===== config.mk =====
export PLATFORM = sky130hd
export DESIGN_NAME = icap_reboot_sequencer
export DESIGN_NICKNAME = d
export VERILOG_FILES = /design/src/rtl/icap_pkg.sv /design/src/rtl/icap_clk_div.sv /design/src/rtl/icap_reboot_sequencer.sv
export SDC_FILE = /design/constraint.sdc
export NUM_CORES = 1
export LEC_CHECK = 0
export CAP_MARGIN = 20
export CORE_MARGIN = 3
export CORE_UTILIZATION = 25
export CTS_CLUSTER_SIZE = 8
export DETAILED_ROUTE_END_ITERATION = 12
export SLEW_MARGIN = 20
export SYNTH_ARGS = -nofsm -noshare
export SYNTH_HDL_FRONTEND = slang
export SYNTH_SLANG_ARGS = --single-unit

===== constraint.sdc =====
create_clock -name SYSCLK -period 2.95 [get_ports SYSCLK]
set_input_delay 0.885 -clock SYSCLK [delete_from_list [all_inputs] [get_ports SYSCLK]]
set_output_delay 0.885 -clock SYSCLK [all_outputs]
set_load 0.03 [all_outputs]

===== src/rtl/icap_pkg.sv =====
// Shared definitions for the ICAP reboot sequencer.
// Holds the raw ICAP configuration words, the byte bit-reversal helpers that
// ICAP.I needs, the fixed part of the sequence length and the sequencer
// state type. No ports.
package icap_pkg;

  // Raw configuration words. These are the values before the per-byte bit swap.
  localparam logic [15:0] DUMMY     = 16'hFFFF;
  localparam logic [15:0] SYNC1     = 16'hAA99;
  localparam logic [15:0] SYNC2     = 16'h5566;
  localparam logic [15:0] WR_GEN1   = 16'h3261;
  localparam logic [15:0] WR_GEN2   = 16'h3281;
  localparam logic [15:0] WR_GEN3   = 16'h32A1;
  localparam logic [15:0] WR_GEN4   = 16'h32C1;
  localparam logic [15:0] WR_CMD    = 16'h30A1;
  localparam logic [15:0] CMD_IPROG = 16'h000E;
  localparam logic [15:0] NOOP      = 16'h2000;

  // Words before the NOOP padding: dummy, two sync words, four GENERAL
  // writes (header + payload each), and the CMD write carrying IPROG.
  localparam int unsigned SEQ_BASE_LEN = 13;

  typedef enum logic [1:0] {
    ST_IDLE   = 2'd0,
    ST_ARM    = 2'd1,
    ST_SEND   = 2'd2,
    ST_FINISH = 2'd3
  } seq_state_t;

  // Reverse the bit order of one byte.
  function automatic logic [7:0] rev8(input logic [7:0] b);
    logic [7:0] r;
    r = 8'h00;
    for (int i = 0; i < 8; i++) begin
      r[i] = b[7-i];
    end
    return r;
  endfunction

  // ICAP.I expects each byte bit-reversed; byte order itself is kept.
  function automatic logic [15:0] icap_swap(input logic [15:0] w);
    return {rev8(w[15:8]), rev8(w[7:0])};
  endfunction

endpackage


===== src/rtl/icap_clk_div.sv =====
// Free-running ICAP clock generator.
// Toggles ICAP_CLK every CLK_DIV SYSCLK cycles and raises fall_stb for the one
// SYSCLK cycle whose closing edge drives ICAP_CLK from 1 to 0, so logic that
// updates on fall_stb changes on the same edge as the ICAP clock falls.
// Ports:
//   SYSCLK   in   system clock
//   RESET_N  in   asynchronous active-low reset
//   ICAP_CLK out  divided clock, 0 in reset
//   fall_stb out  one-cycle strobe ahead of each ICAP_CLK falling edge
module icap_clk_div #(
  parameter int unsigned CLK_DIV = 4
) (
  input  logic SYSCLK,
  input  logic RESET_N,
  output logic ICAP_CLK,
  output logic fall_stb
);

  localparam int unsigned   CW      = (CLK_DIV > 1) ? $clog2(CLK_DIV) : 1;
  localparam logic [CW-1:0] CNT_MAX = CW'(CLK_DIV - 1);

  logic [CW-1:0] cnt_r;
  logic [CW-1:0] cnt_nxt_s;
  logic          clk_r;
  logic          clk_nxt_s;
  logic          stb_r;

  // Next value of the half-period counter and of the clock toggle
  always_comb begin
    cnt_nxt_s = cnt_r;
    clk_nxt_s = clk_r;
    if (cnt_r == CNT_MAX) begin
      cnt_nxt_s = {CW{1'b0}};
      clk_nxt_s = ~clk_r;
    end else begin
      cnt_nxt_s = cnt_r + {{(CW-1){1'b0}}, 1'b1};
      clk_nxt_s = clk_r;
    end
  end

  // Divider state; the strobe is precomputed from next-state so it is
  // registered yet true exactly while clk_r is high on its last count.
  always_ff @(posedge SYSCLK or negedge RESET_N) begin
    if (!RESET_N) begin
      cnt_r <= {CW{1'b0}};
      clk_r <= 1'b0;
      stb_r <= 1'b0;
    end else begin
      cnt_r <= cnt_nxt_s;
      clk_r <= clk_nxt_s;
      stb_r <= (cnt_nxt_s == CNT_MAX) && clk_nxt_s;
    end
  end

  assign ICAP_CLK = clk_r;
  assign fall_stb = stb_r;

endmodule


===== src/rtl/icap_reboot_sequencer.sv =====
// Spartan-6 ICAP IPROG reboot sequencer.
// Accepts one reboot request (golden image or caller-supplied multiboot
// image), then streams dummy/sync, GENERAL1-4, CMD=IPROG and NOOP padding
// into ICAP, one word per ICAP_CLK period, and parks in a done state until
// reset. Requests are expected synchronous to SYSCLK.
// Ports:
//   SYSCLK          in   system clock
//   RESET_N         in   asynchronous active-low reset
//   BOOT_REQ        in   request multiboot image (pulse or level)
//   GOLDEN_REQ      in   request golden image (wins over BOOT_REQ)
//   MULTIBOOT_ADDR  in   24-bit flash byte address, sampled on accept
//   BUSY            out  request accepted (stays set until reset)
//   SEQ_DONE        out  sequence fully issued (sticky)
//   ICAP_CLK        out  ICAP clock, SYSCLK/(2*CLK_DIV)
//   ICAP_CE_N       out  ICAP chip enable, active low
//   ICAP_WE_N       out  ICAP write enable, active low
//   ICAP_I          out  ICAP data, bit-reversed within each byte
module icap_reboot_sequencer
  import icap_pkg::*;
#(
  parameter int unsigned CLK_DIV     = 4,
  parameter logic [23:0] GOLDEN_ADDR = 24'h000000,
  parameter logic [7:0]  FLASH_OP    = 8'h0B,
  parameter int unsigned NOOP_COUNT  = 2
) (
  input  logic        SYSCLK,
  input  logic        RESET_N,
  input  logic        BOOT_REQ,
  input  logic        GOLDEN_REQ,
  input  logic [23:0] MULTIBOOT_ADDR,
  output logic        BUSY,
  output logic        SEQ_DONE,
  output logic        ICAP_CLK,
  output logic        ICAP_CE_N,
  output logic        ICAP_WE_N,
  output logic [15:0] ICAP_I
);

  localparam int unsigned SEQ_LEN   = SEQ_BASE_LEN + NOOP_COUNT;
  localparam logic [4:0]  SEQ_LEN_W = 5'(SEQ_LEN);

  seq_state_t  state_r;
  logic [4:0]  idx_r;
  logic [15:0] tgt_lo_r;
  logic [15:0] tgt_hi_r;
  logic        busy_r;
  logic        done_r;
  logic        ce_n_r;
  logic        we_n_r;
  logic [15:0] icap_i_r;
  logic [15:0] word_s;
  logic        fall_stb_s;

  icap_clk_div #(
    .CLK_DIV (CLK_DIV)
  ) u_clk_div (
    .SYSCLK   (SYSCLK),
    .RESET_N  (RESET_N),
    .ICAP_CLK (ICAP_CLK),
    .fall_stb (fall_stb_s)
  );

  // Raw word for the current index; anything past CMD/IPROG is NOOP padding
  always_comb begin
    word_s = NOOP;
    case (idx_r)
      5'd0:    word_s = DUMMY;
      5'd1:    word_s = SYNC1;
      5'd2:    word_s = SYNC2;
      5'd3:    word_s = WR_GEN1;
      5'd4:    word_s = tgt_lo_r;
      5'd5:    word_s = WR_GEN2;
      5'd6:    word_s = tgt_hi_r;
      5'd7:    word_s = WR_GEN3;
      5'd8:    word_s = GOLDEN_ADDR[15:0];
      5'd9:    word_s = WR_GEN4;
      5'd10:   word_s = {FLASH_OP, GOLDEN_ADDR[23:16]};
      5'd11:   word_s = WR_CMD;
      5'd12:   word_s = CMD_IPROG;
      default: word_s = NOOP;
    endcase
  end

  // Sequencer: arbitration in IDLE, then one word per fall_stb; idx_r always
  // points at the word to present on the next update point.
  always_ff @(posedge SYSCLK or negedge RESET_N) begin
    if (!RESET_N) begin
      state_r  <= ST_IDLE;
      idx_r    <= 5'd0;
      tgt_lo_r <= 16'h0000;
      tgt_hi_r <= 16'h0000;
      busy_r   <= 1'b0;
      done_r   <= 1'b0;
      ce_n_r   <= 1'b1;
      we_n_r   <= 1'b1;
      icap_i_r <= 16'hFFFF;
    end else begin
      case (state_r)
        ST_IDLE: begin
          if (GOLDEN_REQ) begin
            tgt_lo_r <= GOLDEN_ADDR[15:0];
            tgt_hi_r <= {FLASH_OP, GOLDEN_ADDR[23:16]};
            idx_r    <= 5'd0;
            busy_r   <= 1'b1;
            state_r  <= ST_ARM;
          end else if (BOOT_REQ) begin
            tgt_lo_r <= MULTIBOOT_ADDR[15:0];
            tgt_hi_r <= {FLASH_OP, MULTIBOOT_ADDR[23:16]};
            idx_r    <= 5'd0;
            busy_r   <= 1'b1;
            state_r  <= ST_ARM;
          end else begin
            state_r <= ST_IDLE;
          end
        end
        ST_ARM: begin
          if (fall_stb_s) begin
            ce_n_r   <= 1'b0;
            we_n_r   <= 1'b0;
            icap_i_r <= icap_swap(word_s);
            idx_r    <= idx_r + 5'd1;
            state_r  <= ST_SEND;
          end else begin
            state_r <= ST_ARM;
          end
        end
        ST_SEND: begin
          if (fall_stb_s) begin
            if (idx_r == SEQ_LEN_W) begin
              ce_n_r   <= 1'b1;
              we_n_r   <= 1'b1;
              icap_i_r <= 16'hFFFF;
              done_r   <= 1'b1;
              state_r  <= ST_FINISH;
            end else begin
              icap_i_r <= icap_swap(word_s);
              idx_r    <= idx_r + 5'd1;
              state_r  <= ST_SEND;
            end
          end else begin
            state_r <= ST_SEND;
          end
        end
        ST_FINISH: begin
          state_r <= ST_FINISH;
        end
        default: begin
          // Unreachable encoding: release ICAP and fall back to idle.
          ce_n_r   <= 1'b1;
          we_n_r   <= 1'b1;
          icap_i_r <= 16'hFFFF;
          busy_r   <= 1'b0;
          state_r  <= ST_IDLE;
        end
      endcase
    end
  end

  assign BUSY      = busy_r;
  assign SEQ_DONE  = done_r;
  assign ICAP_CE_N = ce_n_r;
  assign ICAP_WE_N = we_n_r;
  assign ICAP_I    = icap_i_r;

endmodule


# Word-level counts from Yosys, hierarchy flattened
# Cells that the tools add are included.
[op_classes] n_addsub=2 multipliers=0 div_mod_pow=0 n_lt_le_gt_ge=0 n_eq_ne=23 n_shift=0 muxes=29 n_bitwise=1 n_reduce_logical=11
[op_table] op="$pmux W16 S13" count=1
[op_table] op="$mux W16" count=7
[op_table] op="$pmux W16 S2" count=1
[op_table] op="$eq A5 B4 Y1 const B" count=6
[op_table] op="$mux W5" count=5
[op_table] op="$eq A5 B3 Y1 const B" count=4
[op_table] op="$pmux W5 S3" count=1
[op_table] op="$eq A5 B2 Y1 const B" count=2
[op_table] op="$mux W1" count=9
[op_table] op="$eq A2 B2 Y1 const B" count=4
[op_table] op="$pmux W2 S4" count=1
[op_table] op="$mux W2" count=3
[op_table] op="$reduce_and A3 Y1" count=2
[op_table] op="$add A5 B1 Y5 const B" count=1
[op_table] op="$eq A5 B1 Y1 const B" count=1
[op_table] op="$logic_not A5 Y1" count=1
[op_table] op="$reduce_and A5 Y1" count=1
[op_table] op="$ne A2 B1 Y1 const B" count=2
[op_table] op="$ne A2 B2 Y1 const B" count=2
[op_table] op="$reduce_and A4 Y1" count=1
[op_table] op="$reduce_bool A2 Y1" count=2
[op_table] op="$ne A3 B3 Y1 const B" count=1
[op_table] op="$reduce_bool A3 Y1" count=1
[op_table] op="$add A2 B1 Y2 const B" count=1
[op_table] op="other kinds (6)" count=6
[totals] register_bits=62 latch_bits=0 mem_bits_rw=0 mem_bits_ro=0 input_bits=28 out_inout_bits=21 word_cells=77 mem_count=0

# Depth between registers and ports, before layout
# Gate-level depths: netlist (run 1).
[depth] depth_word=5 depth_mapped=9 mapped_depth_nobuf=7

# Cells and area by module
# Synthesis (run 1) repeated with hierarchy kept, for this count alone.
[unflattened] cells_unflattened=286 hier_area_um2=2702.6
[by_module_without_submodules] mod="icap_reboot_sequencer" n_inst=1 cells_each=275 area_per_inst_um2=2551.2 seq_area_each_um2=1272.5
[by_module_without_submodules] mod="icap_clk_div" n_inst=1 cells_each=11 area_per_inst_um2=151.4 seq_area_each_um2=100.1

# Least setup slack after synthesis (run 1)
# Ideal clock, no wire load.
[synth_timing] kind="register -> register" startpoint="register idx_r[2]" endpoint="register idx_r[2]" setup_time_ns=0.121 t_arrival_ns=1.894 t_required_ns=2.829 slack_ns=0.935 stages_incl_launch_ff=9 path_buffers=3 synth_period_minus_slack_ns=2.015 path_cell_list="dfrtp_1 > buf_2 > clkbuf_1 > and3_1 > ha_1 > a21bo_1 > a221o_1 > buf_6 > a22o_2"
[synth_between] elab_chain_len=4 word_cells_on_any_way=8 classes_between="add/sub: 1; eq/ne: 2; mux: 4; reduce/logical: 1"
[synth_rtl] item="start, declared" line_no="icap_reboot_sequencer.sv:43" rtl="logic [4:0] idx_r;"
[synth_rtl] item="start signal, assigned" line_no="icap_reboot_sequencer.sv:121" rtl="idx_r <= idx_r + 5'd1;"
[synth_rtl] item="start signal, assigned" line_no="icap_reboot_sequencer.sv:137" rtl="idx_r <= idx_r + 5'd1;"
[synth_rtl] item="$add A5 B1 Y5" line_no="icap_reboot_sequencer.sv:121, icap_reboot_sequencer.sv:137"
[synth_rtl] item="$mux W5" line_no="icap_reboot_sequencer.sv:129" rtl="if (idx_r == SEQ_LEN_W) begin"
[synth_rtl] item="$mux W5" line_no="icap_reboot_sequencer.sv:128" rtl="if (fall_stb_s) begin"
[synth_rtl] item="$pmux W5 S3" line_no="icap_reboot_sequencer.sv:98" rtl="case (state_r)"
# Parallel ways exist; a longest one is shown, timed or not. The select of a mux whose other input is x is not followed.
# A chain may end at the register's enable or synchronous reset.

==> run_results.csv, run 1 <==
group,metric,value,unit
yosys,syn_area_per_cell,9.35,sq um
floorplan,ioPinCount,49,
yosys,synthTopCellsByCount,"42 x nand2_1, 37 x dfrtp_1, 32 x o21ai_0, 31 x nand2b_1, 25 x nor2_1",
power,power,0.00122,W
placement,gp_congestion,0.822,
worst_setup_path,path_buf_inv,1,
yosys,synth_edf_count,0,
clocking,clkTransAtPathRegs,90,ps
power,ir_drop,0.173,mV
clocking,tritoncts,"done",
clocking,clock_path_buffers,2,
clocking,post_cts_resized,0,
grt,grt_overflow_total,0,
drt,dr.pass1.iters,4,
floorplan,rows,37,
timing,rsz0062_at_grt,"false",
cells_and_area,nets,372,
worst_hold_path,hp-class,"in -> async",
yosys,yosys_warnings,0,
timing,tightest_slew,566,ps
timing,whs,378,ps
timing,hold_viol,0,
clocking,cts_hold_buffers,0,
yosys,synth_cell_types,41,
outcome,status,"finished clean",
drt,ant_nets,0,
worst_setup_path,setup.worst_path.class,"reg -> out",
grt,grt_max_degree,52,
yosys,ys.flop_type,"dfrtp_1",
drt,drt-vias-per-instance,4.48,
yosys,syn_inst,288,
floorplan,chipHeight,110,um
grt,track_usage,0.111,
yosys,synth_compound_area_frac,0.182,
worst_setup_path,start_kind,"flip-flop",
yosys,synth_nets,328,
grt,antenna_found_initial,0,
cells_and_area,fin_cells,469,
worst_setup_path,cp_top_family,"buffers and inverters",
clocking,clock_latency,310,ps
floorplan,die_x,110,um
worst_setup_path,cp_max_fo,4,
worst_setup_path,end_kind,"output port",
clocking,htree_levels,2,
yosys,synth.cell_area,2690,sq um
timing,final.min_clock_period,2420,ps
yosys,ys_top_cells_by_area,"dfrtp_1 34%, dfstp_2 17%, nand2b_1 7.2%",
yosys,yosysMostFrequentCell,"nand2_1",
yosys,synth_xor_area_frac,0.00325,
drt,vias,2100,
floorplan,start_util,0.258,
timing,fmaxAchievable,414,MHz
placement,placed_cells,461,
yosys,synth-async-reset-ratio,1.00,
yosys,synth_area_leader_cell,"dfrtp_1",
yosys,synth.top_cell.area_share,0.344,
worst_setup_path,crit_required,2070,ps
drt,drt_iter0_markers,147,
yosys,synth-simple-area-share,0.203,
yosys,synthMuxAreaShare,0.00372,
placement,hpwlAfterDp,4770,um
timing,fin_skew,6.83,ps
grt,grt_pass1_wl,10600,um
timing,period_share,0.819,
yosys,ys_ff_latch,54,
floorplan,die_area,12100,sq um
yosys,synthAdderAreaFrac,0.0558,
clocking,cts.sinks,54,
worst_setup_path,crit_path_max_incr_delay,670,ps
timing,slew_violations,0,
placement,portBuffers,48,
timing,tns,0,ps
yosys,ys_seq_area_frac,0.510,
power,pwr_density_cell,357,nW/um^2
grt,grt_pass1_vias,2122,
worst_setup_path,crit_slowest_cell,"clkdlybuf4s50_1",
drt,wl,6300,um
clocking,cts_made_buffers,5,
cells_and_area,drive_above_1_share,0.114,
clocking,cts_setup_buffers,0,
cells_and_area,area_growth,26.8,%
power,leakagePower,1.44,nW
timing,setup_viol,0,
worst_setup_path,critPathArrivalTime,1530,ps
clocking,cts-root-buf,"clkbuf_8",
worst_setup_path,crit_chain,"clkdlybuf4s50_1",
drt,wl_per_cell,13.4,um
drt,route.detailed.drc,0,
timing,relSlewSlack,0.622,
cells_and_area,antenna_cells,0,
yosys,synth_top_family_by_area,"simple AND/OR/NAND/NOR gates",
flow_run,cap_violations,0,
floorplan,core_region_area,10400,sq um
-- power by group --
part	internal, W	total, W	switching [W]
logic	0.0000422	0.0000704	0.0000282
registers	0.000741	0.000741	0
clock network	0.000168	0.000406	0.000238
total	0.000952	0.00122	0.000266
-- flip-flops by register name, summed over array words and instances (netlist names) --
name and flops:
u_clk_div.cnt_r 2, ICAP_WE_N 1, tgt_lo_r 16, tgt_hi_r 9
state_r 2, u_clk_div.ICAP_CLK 1, ICAP_I 16, SEQ_DONE 1
idx_r 5, u_clk_div.fall_stb 1
-- cells in the final DEF, fill, tap and decap left out, types with 3 or more instances in the layout --
cell type         n
a21oi_1          17
a221oi_1          3
a22oi_1           7
a31oi_1           5
and2_1            3
buf_4             3
clkbuf_8          5
clkdlybuf4s50_1  47
dfrtp_1          37
dfstp_2          17
ha_1             12
inv_1             9
nand2_1          42
nand2b_1         31
nand3_1           4
nor2_1           25
o21ai_0          31
o21ai_2           3
-- kinds of logic (layout without fill, tap and decap cells) --
kind of cell | Yosys count | count (layout)
multiplexers | 1 | 1
flip-flops | 54 | 54
adder cells (fa/ha/maj) | 12 | 12
XOR/XNOR | 1 | 1
AO/OA/AOI/OAI | 79 | 79
buffers and inverters | 26 | 71
AND/OR/NAND/NOR | 115 | 115
-- area by class of cell --
type	instances	area (sq um)
multi-input cells	208	1210
repair buffers	53	538
inverters	10	37.5
flip-flops and latches	54	1370
clock inverters	2	13.8
fillers	1112	7000
well taps	136	170
clock buffers	6	72.6
-- per-layer routing --
layer	vias up	share of wire	GRT usage
met4	0	0.011	0.0321
met2	62	0.46	0.178
li1	1060	-	-
met1	973	0.47	0.152
met5	-	0	0
met3	5	0.058	0.0229
-- worst paths after layout --
path | startpoint | endpoint | slack (ps) | cells past startpoint
hold reg to reg | u_clk_div.cnt_r[0] | u_clk_div.cnt_r[0] | 470 | 1
max in group asynchronous | RESET_N | ICAP_I[12] | 2050 | 2
hold / removal | RESET_N | u_clk_div.cnt_r[0] | 380 | 1
setup / recovery | ICAP_WE_N | ICAP_CE_N | 530 | 1
min in group SYSCLK | u_clk_div.cnt_r[0] | u_clk_div.cnt_r[0] | 470 | 1
setup reg to reg | idx_r[0] | ICAP_I[10] | 690 | 7
-- per-stage QoR --
| step | setup WS (ps) | area, sq um | util |
|---|---|---|---|
| 2_1_floorplan | 935 | 2690 | - |
| 3_3_place_gp | 563 | 3330 | 0.319 |
| 3_5_place_dp | 545 | 3330 | 0.319 |
| 4_1_cts | 519 | 3410 | 0.328 |
| 5_1_grt | 478 | 3410 | 0.328 |
| 6_report | 534 | 3410 | 0.328 |
No activity file was read; power rests on OpenSTA's default activity.
==> run 2, diff against run 1 <==
clock period = 2.1 ns   (was 2.95 ns; I/O delays follow)
==> run 2 against run 1 <==
- die area is the same
- via count grew 4.2%
- final cell count grew 2.8%
- sequential power grew 40%
- clock power grew 42%
- clock-buffer cell count is the same
- wire length grew 4.7%
- register-to-register slack lost 580 ps
- core utilization grew 0.74 points
- critical path type unchanged
- highest routed layer unchanged
==> run_results.csv, run 2 (synthesized netlist as in run 1, its figures left out) <==
group,metric,value,unit
grt,grt_pass1_vias,2093,
timing,setup_slack,87.7,ps
placement,dpl_worst_slack,-8.84,ps
drt,route.detailed.drc,0,
timing,setup_viol,0,
power,seqPwrFrac,0.606,
floorplan,rows,37,
power,switchingPower,0.000378,W
timing,hold_viol,0,
worst_setup_path,path_buf_inv,1,
timing,final.min_clock_period,2010,ps
drt,wl_per_cell,13.7,um
clocking,clock_latency,300,ps
grt,antenna_found_initial,0,
worst_setup_path,crit_chain,"clkdlybuf4s50_1",
timing,fin_skew,6.98,ps
cells_and_area,nets,385,
timing,relSlewSlack,0.730,
grt,met3_usage,0.0264,
timing,fmaxAchievable,497,MHz
clocking,clkTransAtPathRegs,100,ps
floorplan,chipHeight,110,um
worst_setup_path,end_kind,"output port",
floorplan,die_area,12100,sq um
power,p_clk_frac,0.336,
worst_setup_path,setup.worst_path.class,"reg -> out",
worst_setup_path,start_kind,"flip-flop",
floorplan,start_util,0.258,
grt,grt_pass1_wl,10600,um
worst_setup_path,r2r-start,"idx_r[0]",
clocking,tritoncts,"done",
drt,drt_iter0_markers,121,
clocking,htree_levels,2,
clocking,clock_path_buffers,2,
placement,gp_congestion,0.831,
placement,placed_cells,474,
power,internal_power,0.00134,W
drt,vias,2189,
flow_run,cap_violations,0,
grt,track_usage,0.113,
clocking,cts_made_buffers,5,
drt,drt-vias-per-instance,4.54,
cells_and_area,area_growth,29.6,%
power,swShare,0.220,
placement,hpwlAfterDp,5030,um
power,leakagePower,1.59,nW
clocking,cts-root-buf,"clkbuf_8",
timing,whs,301,ps
grt,met2_usage,0.175,
power,pwr_density_cell,492,nW/um^2
outcome,status,"finished clean",
worst_setup_path,crit_path_max_incr_delay,690,ps
cells_and_area,final_cell_mix,"42 x nand2_1, 37 x dfrtp_1, 31 x o21ai_0, 31 x nand2b_1, 29 x clkdlybuf4s50_1",
timing,period_share,0.958,
clocking,post_cts_resized,18,
floorplan,die_x,110,um
worst_setup_path,crit_required,1470,ps
worst_setup_path,crit_slowest_cell,"clkdlybuf4s50_1",
grt,grt_overflow_total,0,
worst_setup_path,cp_max_fo,3,
clocking,cts_setup_buffers,0,
drt,ant_nets,0,
power,ir_drop,0.304,mV
floorplan,core_region_area,10400,sq um
cells_and_area,layout_commonest_cell,"nand2_1",
floorplan,ioPinCount,49,
cells_and_area,fin_cells,482,
clocking,cts_hold_buffers,0,
worst_hold_path,hp-class,"in -> async",
clocking,cts.sinks,54,
drt,wl,6600,um
cells_and_area,drive_above_1_share,0.153,
grt,grt_use_met1,0.158,
timing,tightest_slew,402,ps
placement,portBuffers,48,
cells_and_area,fillers,1087,
grt,busiest_layer,"met2",
worst_setup_path,cp_top_family,"buffers and inverters",
cells_and_area,antenna_cells,0,
drt,dr.pass1.iters,4,
worst_setup_path,startpoint,"tgt_hi_r[9]",
grt,grt_max_degree,55,
timing,slew_violations,0,
timing,rsz0062_at_grt,"false",
power,p_comb_frac,0.058,
worst_setup_path,critPathArrivalTime,1380,ps
==> run 2: area by class of cell <==
| type | instances | area, sq um | share of cell area |
|---|---|---|---|
| sequential | 54 | 1370 | 0.393 |
| multi-input combinational | 208 | 1210 | 0.347 |
| timing repair buffer | 66 | 613 | 0.176 |
| tap | 136 | 170 | 0.0487 |
| clock buffer | 6 | 72.6 | 0.0208 |
| inverter | 10 | 37.5 | 0.0108 |
| clock inverter | 2 | 13.8 | 0.00394 |
==> run 2: worst paths after layout <==
check                                     end  slack [ps]  cells past startpoint
setup reg to reg                     idx_r[2]         110                      6
hold reg to reg            u_clk_div.cnt_r[0]         460                      1
hold / removal             u_clk_div.cnt_r[0]         300                      2
min in group SYSCLK        u_clk_div.cnt_r[0]         460                      1
max in group asynchronous          ICAP_I[14]        1500                      2
setup / recovery                         BUSY          90                      1
==> run 2: through the flow <==
stage | util | instance area, sq um | TNS [ps] | total power (W)
after floorplan | - | 2690 | 0 | 0.00108
after global placement | 0.329 | 3420 | 0 | 0.00116
after detailed placement | 0.329 | 3420 | -8.84 | 0.00116
after CTS | 0.335 | 3490 | 0 | 0.00174
after global routing | 0.335 | 3490 | 0 | 0.00179
final | 0.335 | 3490 | 0 | 0.00172
==> run 2: layer usage <==
layer  up-vias  routed length [um]  share of wire
met4         0                  48         0.0073
met3         2                 407          0.062
met1      1039                3130           0.47
met2        61                3010           0.46
li1       1087                   -              -
met5         -                   0              0
==> run 2: power by group through the flow <==
stage               combinational [W]  clock [W]  sequential [W]
global placement             0.000103          0         0.00106
detailed placement           0.000104          0         0.00106
finish                       0.000100   0.000577         0.00104
global route                 0.000111   0.000637         0.00104
floorplan                   0.0000186          0         0.00106
CTS                          0.000104   0.000598         0.00104
==> patch, RTL diff (config.mk and constraints of run 2) <==
`CLK_DIV` is set to 4 in 2 places; all go to 8.
--- a/src/rtl/icap_clk_div.sv
+++ b/src/rtl/icap_clk_div.sv
@@ -8,7 +8,7 @@
 //   ICAP_CLK out  divided clock, 0 in reset
 //   fall_stb out  one-cycle strobe ahead of each ICAP_CLK falling edge
 module icap_clk_div #(
-  parameter int unsigned CLK_DIV = 4
+  parameter int unsigned CLK_DIV = 8
 ) (
   input  logic SYSCLK,
   input  logic RESET_N,
--- a/src/rtl/icap_reboot_sequencer.sv
+++ b/src/rtl/icap_reboot_sequencer.sv
@@ -18,7 +18,7 @@
 module icap_reboot_sequencer
   import icap_pkg::*;
 #(
-  parameter int unsigned CLK_DIV     = 4,
+  parameter int unsigned CLK_DIV     = 8,
   parameter logic [23:0] GOLDEN_ADDR = 24'h000000,
   parameter logic [7:0]  FLASH_OP    = 8'h0B,
   parameter int unsigned NOOP_COUNT  = 2
Function: changed (Yosys sat finds a counterexample within 10 cycles, from zero or initial values and one cycle with RESET_N low).
==> patch against run 2 <==
Maximum frequency increased by 0.34%. Largest cell class unchanged. Core utilization grew 0.21 points. Routed wire length down 4.7%. Power rose by 9.1%. Final area up 1.1%. Synthesized area up 1.5%. Sequential cell count is 1 higher. Setup slack improved by 6.9 ps.
==> patch: results (changes against run 2) <==
setup_path:
  critical-path-top-delay-family: "compound AO/OA/AOI/OAI gates"
  max_stage_delay_ps: 420  # -270 ps
  crit_fanout: 8  # +5
  crit_slowest_cell: "a221o_2"
sta:
  setup_violations: 0  # unchanged
  clock_skew_ps: 11.3  # +4.36 ps
  slew_headroom_pct: 74.6  # +1.5 points
run_status:
  outcome: "finished, final reports clean"
final_layout:
  fillers: 1105  # +1.7%
  layout.cells.non_filler: 479  # -0.62%
  drive_gt1_share_pct: 15.5  # +0.13 points
  antenna_cells: 0  # unchanged
  finalNetCount: 383  # -0.52%
cts:
  clk_pin_slew_ps: 90
  numCtsBuffers: 5  # unchanged
  worstSkewPairLatency_ps: 310
  clk_path_buf_depth: 2  # unchanged
  htreeDepth: 2  # unchanged
  root_buffer: "clkbuf_8"
global_routing:
  grt_pass1_vias: 2114  # +1.0%
  grt_pass1_wl_um: 10700  # +0.26%
  antenna_found_initial: 0  # unchanged
  grt_max_degree: 50  # -9.1%
  grt.total_usage_pct: 10.4  # -0.87 points
drt:
  drt-initial-drc-count: 157  # +30%
  firstDrtPassIters: 5  # +1
  routed_wl_um: 6290  # -4.7%
  vias: 2156  # -1.5%
synthesis:
  yosys-top-cells-count: "44 x nand2_1, 38 x dfrtp_1, 31 x o21ai_0"
  syn_area_per_cell_um2: 9.49  # +1.5%
  yosys_warnings: 0  # unchanged
  synth.distinct_cells: 39  # -4.9%
  seq_area_frac_synth_pct: 51.1  # +0.17 points
  synth.area.top_cells: "dfrtp_1 35%, dfstp_2 16%, nand2b_1 6.4%"
  synth_fp_nets: 329  # +0.30%
  ys_async_sr_fraction_pct: 100  # unchanged
  synth_top_area_cell: "dfrtp_1"
place:
  pre_cts_ws_ps: -22.2  # -13.3 ps
  portBuffers: 48  # unchanged
  post-place-cells: 470  # -0.84%
  place_congestion: 0.855  # +2.8%
  place_area_um2: 3430  # +0.22%
  hpwl_um: 4710  # -6.2%
power_and_ir_drop:
  peakVddDrop_mv: 0.251  # -18%
  leakage_nw: 1.60  # +0.84%
min_path:
  hold_class: "in -> async"
[patch: worst paths after layout]
check | startpoint | slack, ps | depth (start not counted) | to
worst max-delay path | idx_r[0]$_DFFE_PN0P_ | 90 | 6 | idx_r[2]$_DFFE_PN0P_
worst min-delay path | RESET_N | 200 | 1 | u_clk_div.ICAP_CLK$_DFF_PN0_
worst max register to register | idx_r[0]$_DFFE_PN0P_ | 90 | 6 | idx_r[2]$_DFFE_PN0P_
worst min register to register | u_clk_div.cnt_r[0]$_DFF_PN0_ | 460 | 1 | u_clk_div.cnt_r[0]$_DFF_PN0_
max in group asynchronous | RESET_N | 1310 | 2 | ICAP_I[7]$_DFFE_PN1P_
min in group SYSCLK | u_clk_div.cnt_r[0]$_DFF_PN0_ | 460 | 1 | u_clk_div.cnt_r[0]$_DFF_PN0_
[patch: cell families after synthesis]
group / Yosys count / synth area share (%)
adders and majority gates: 13 / 5.95
buffers and inverters: 25 / 4.26
muxes: 2 / 0.778
DFF: 55 / 51.1
AOI/OAI and AO/OA: 79 / 17.5
xor gates and xnor gates: 2 / 0.641
and+or+nand+nor: 112 / 19.7
[patch: worst reg2reg max path: stages (launching register included)]
cell and delay, ps:
dfrtp_1 390, ha_1 210, and3_1 190, ha_2 190, a21bo_1 210, a221o_2 420, a22o_2 290
[patch: power by group]
group | switching [mW] | internal (mW) | total, mW
registers | 0 | 1.06 | 1.06
logic | 0.0394 | 0.0602 | 0.0996
clock network | 0.353 | 0.361 | 0.714
[patch: routing by layer]
metal	up-vias	part of all wire (%)	GRT usage (%)
li1	1079	-	-
met1	1005	48	14.6
met2	65	46	16.4
met3	7	5.2	2.41
met4	0	1.1	2.22
met5	-	0	0
[patch: final cells by class]
| type | count | area [um^2] | area share [%] |
|---|---|---|---|
| clock inverters | 2 | 38.8 | 1.10 |
| multi-input cells | 208 | 1230 | 34.8 |
| flip-flops and latches | 55 | 1400 | 39.6 |
| well taps | 136 | 170 | 4.82 |
| clock buffers | 6 | 72.6 | 2.06 |
| inverters | 9 | 33.8 | 0.957 |
| repair buffers | 63 | 589 | 16.7 |
[patch: stage by stage]
step	power [mW]	setup TNS [ps]
after global routing	1.95	0
after CTS	1.90	0
after global placement	1.18	0
after detailed placement	1.18	-63.0
final	1.87	0
after floorplan	1.10	0
[patch: repair_timing]
action | in CTS | in global routing
buffers inserted | 0 | 1
gates resized for setup | 19 | 2
cloned | 0 | 0
setup endpoints to repair | 19 | 2
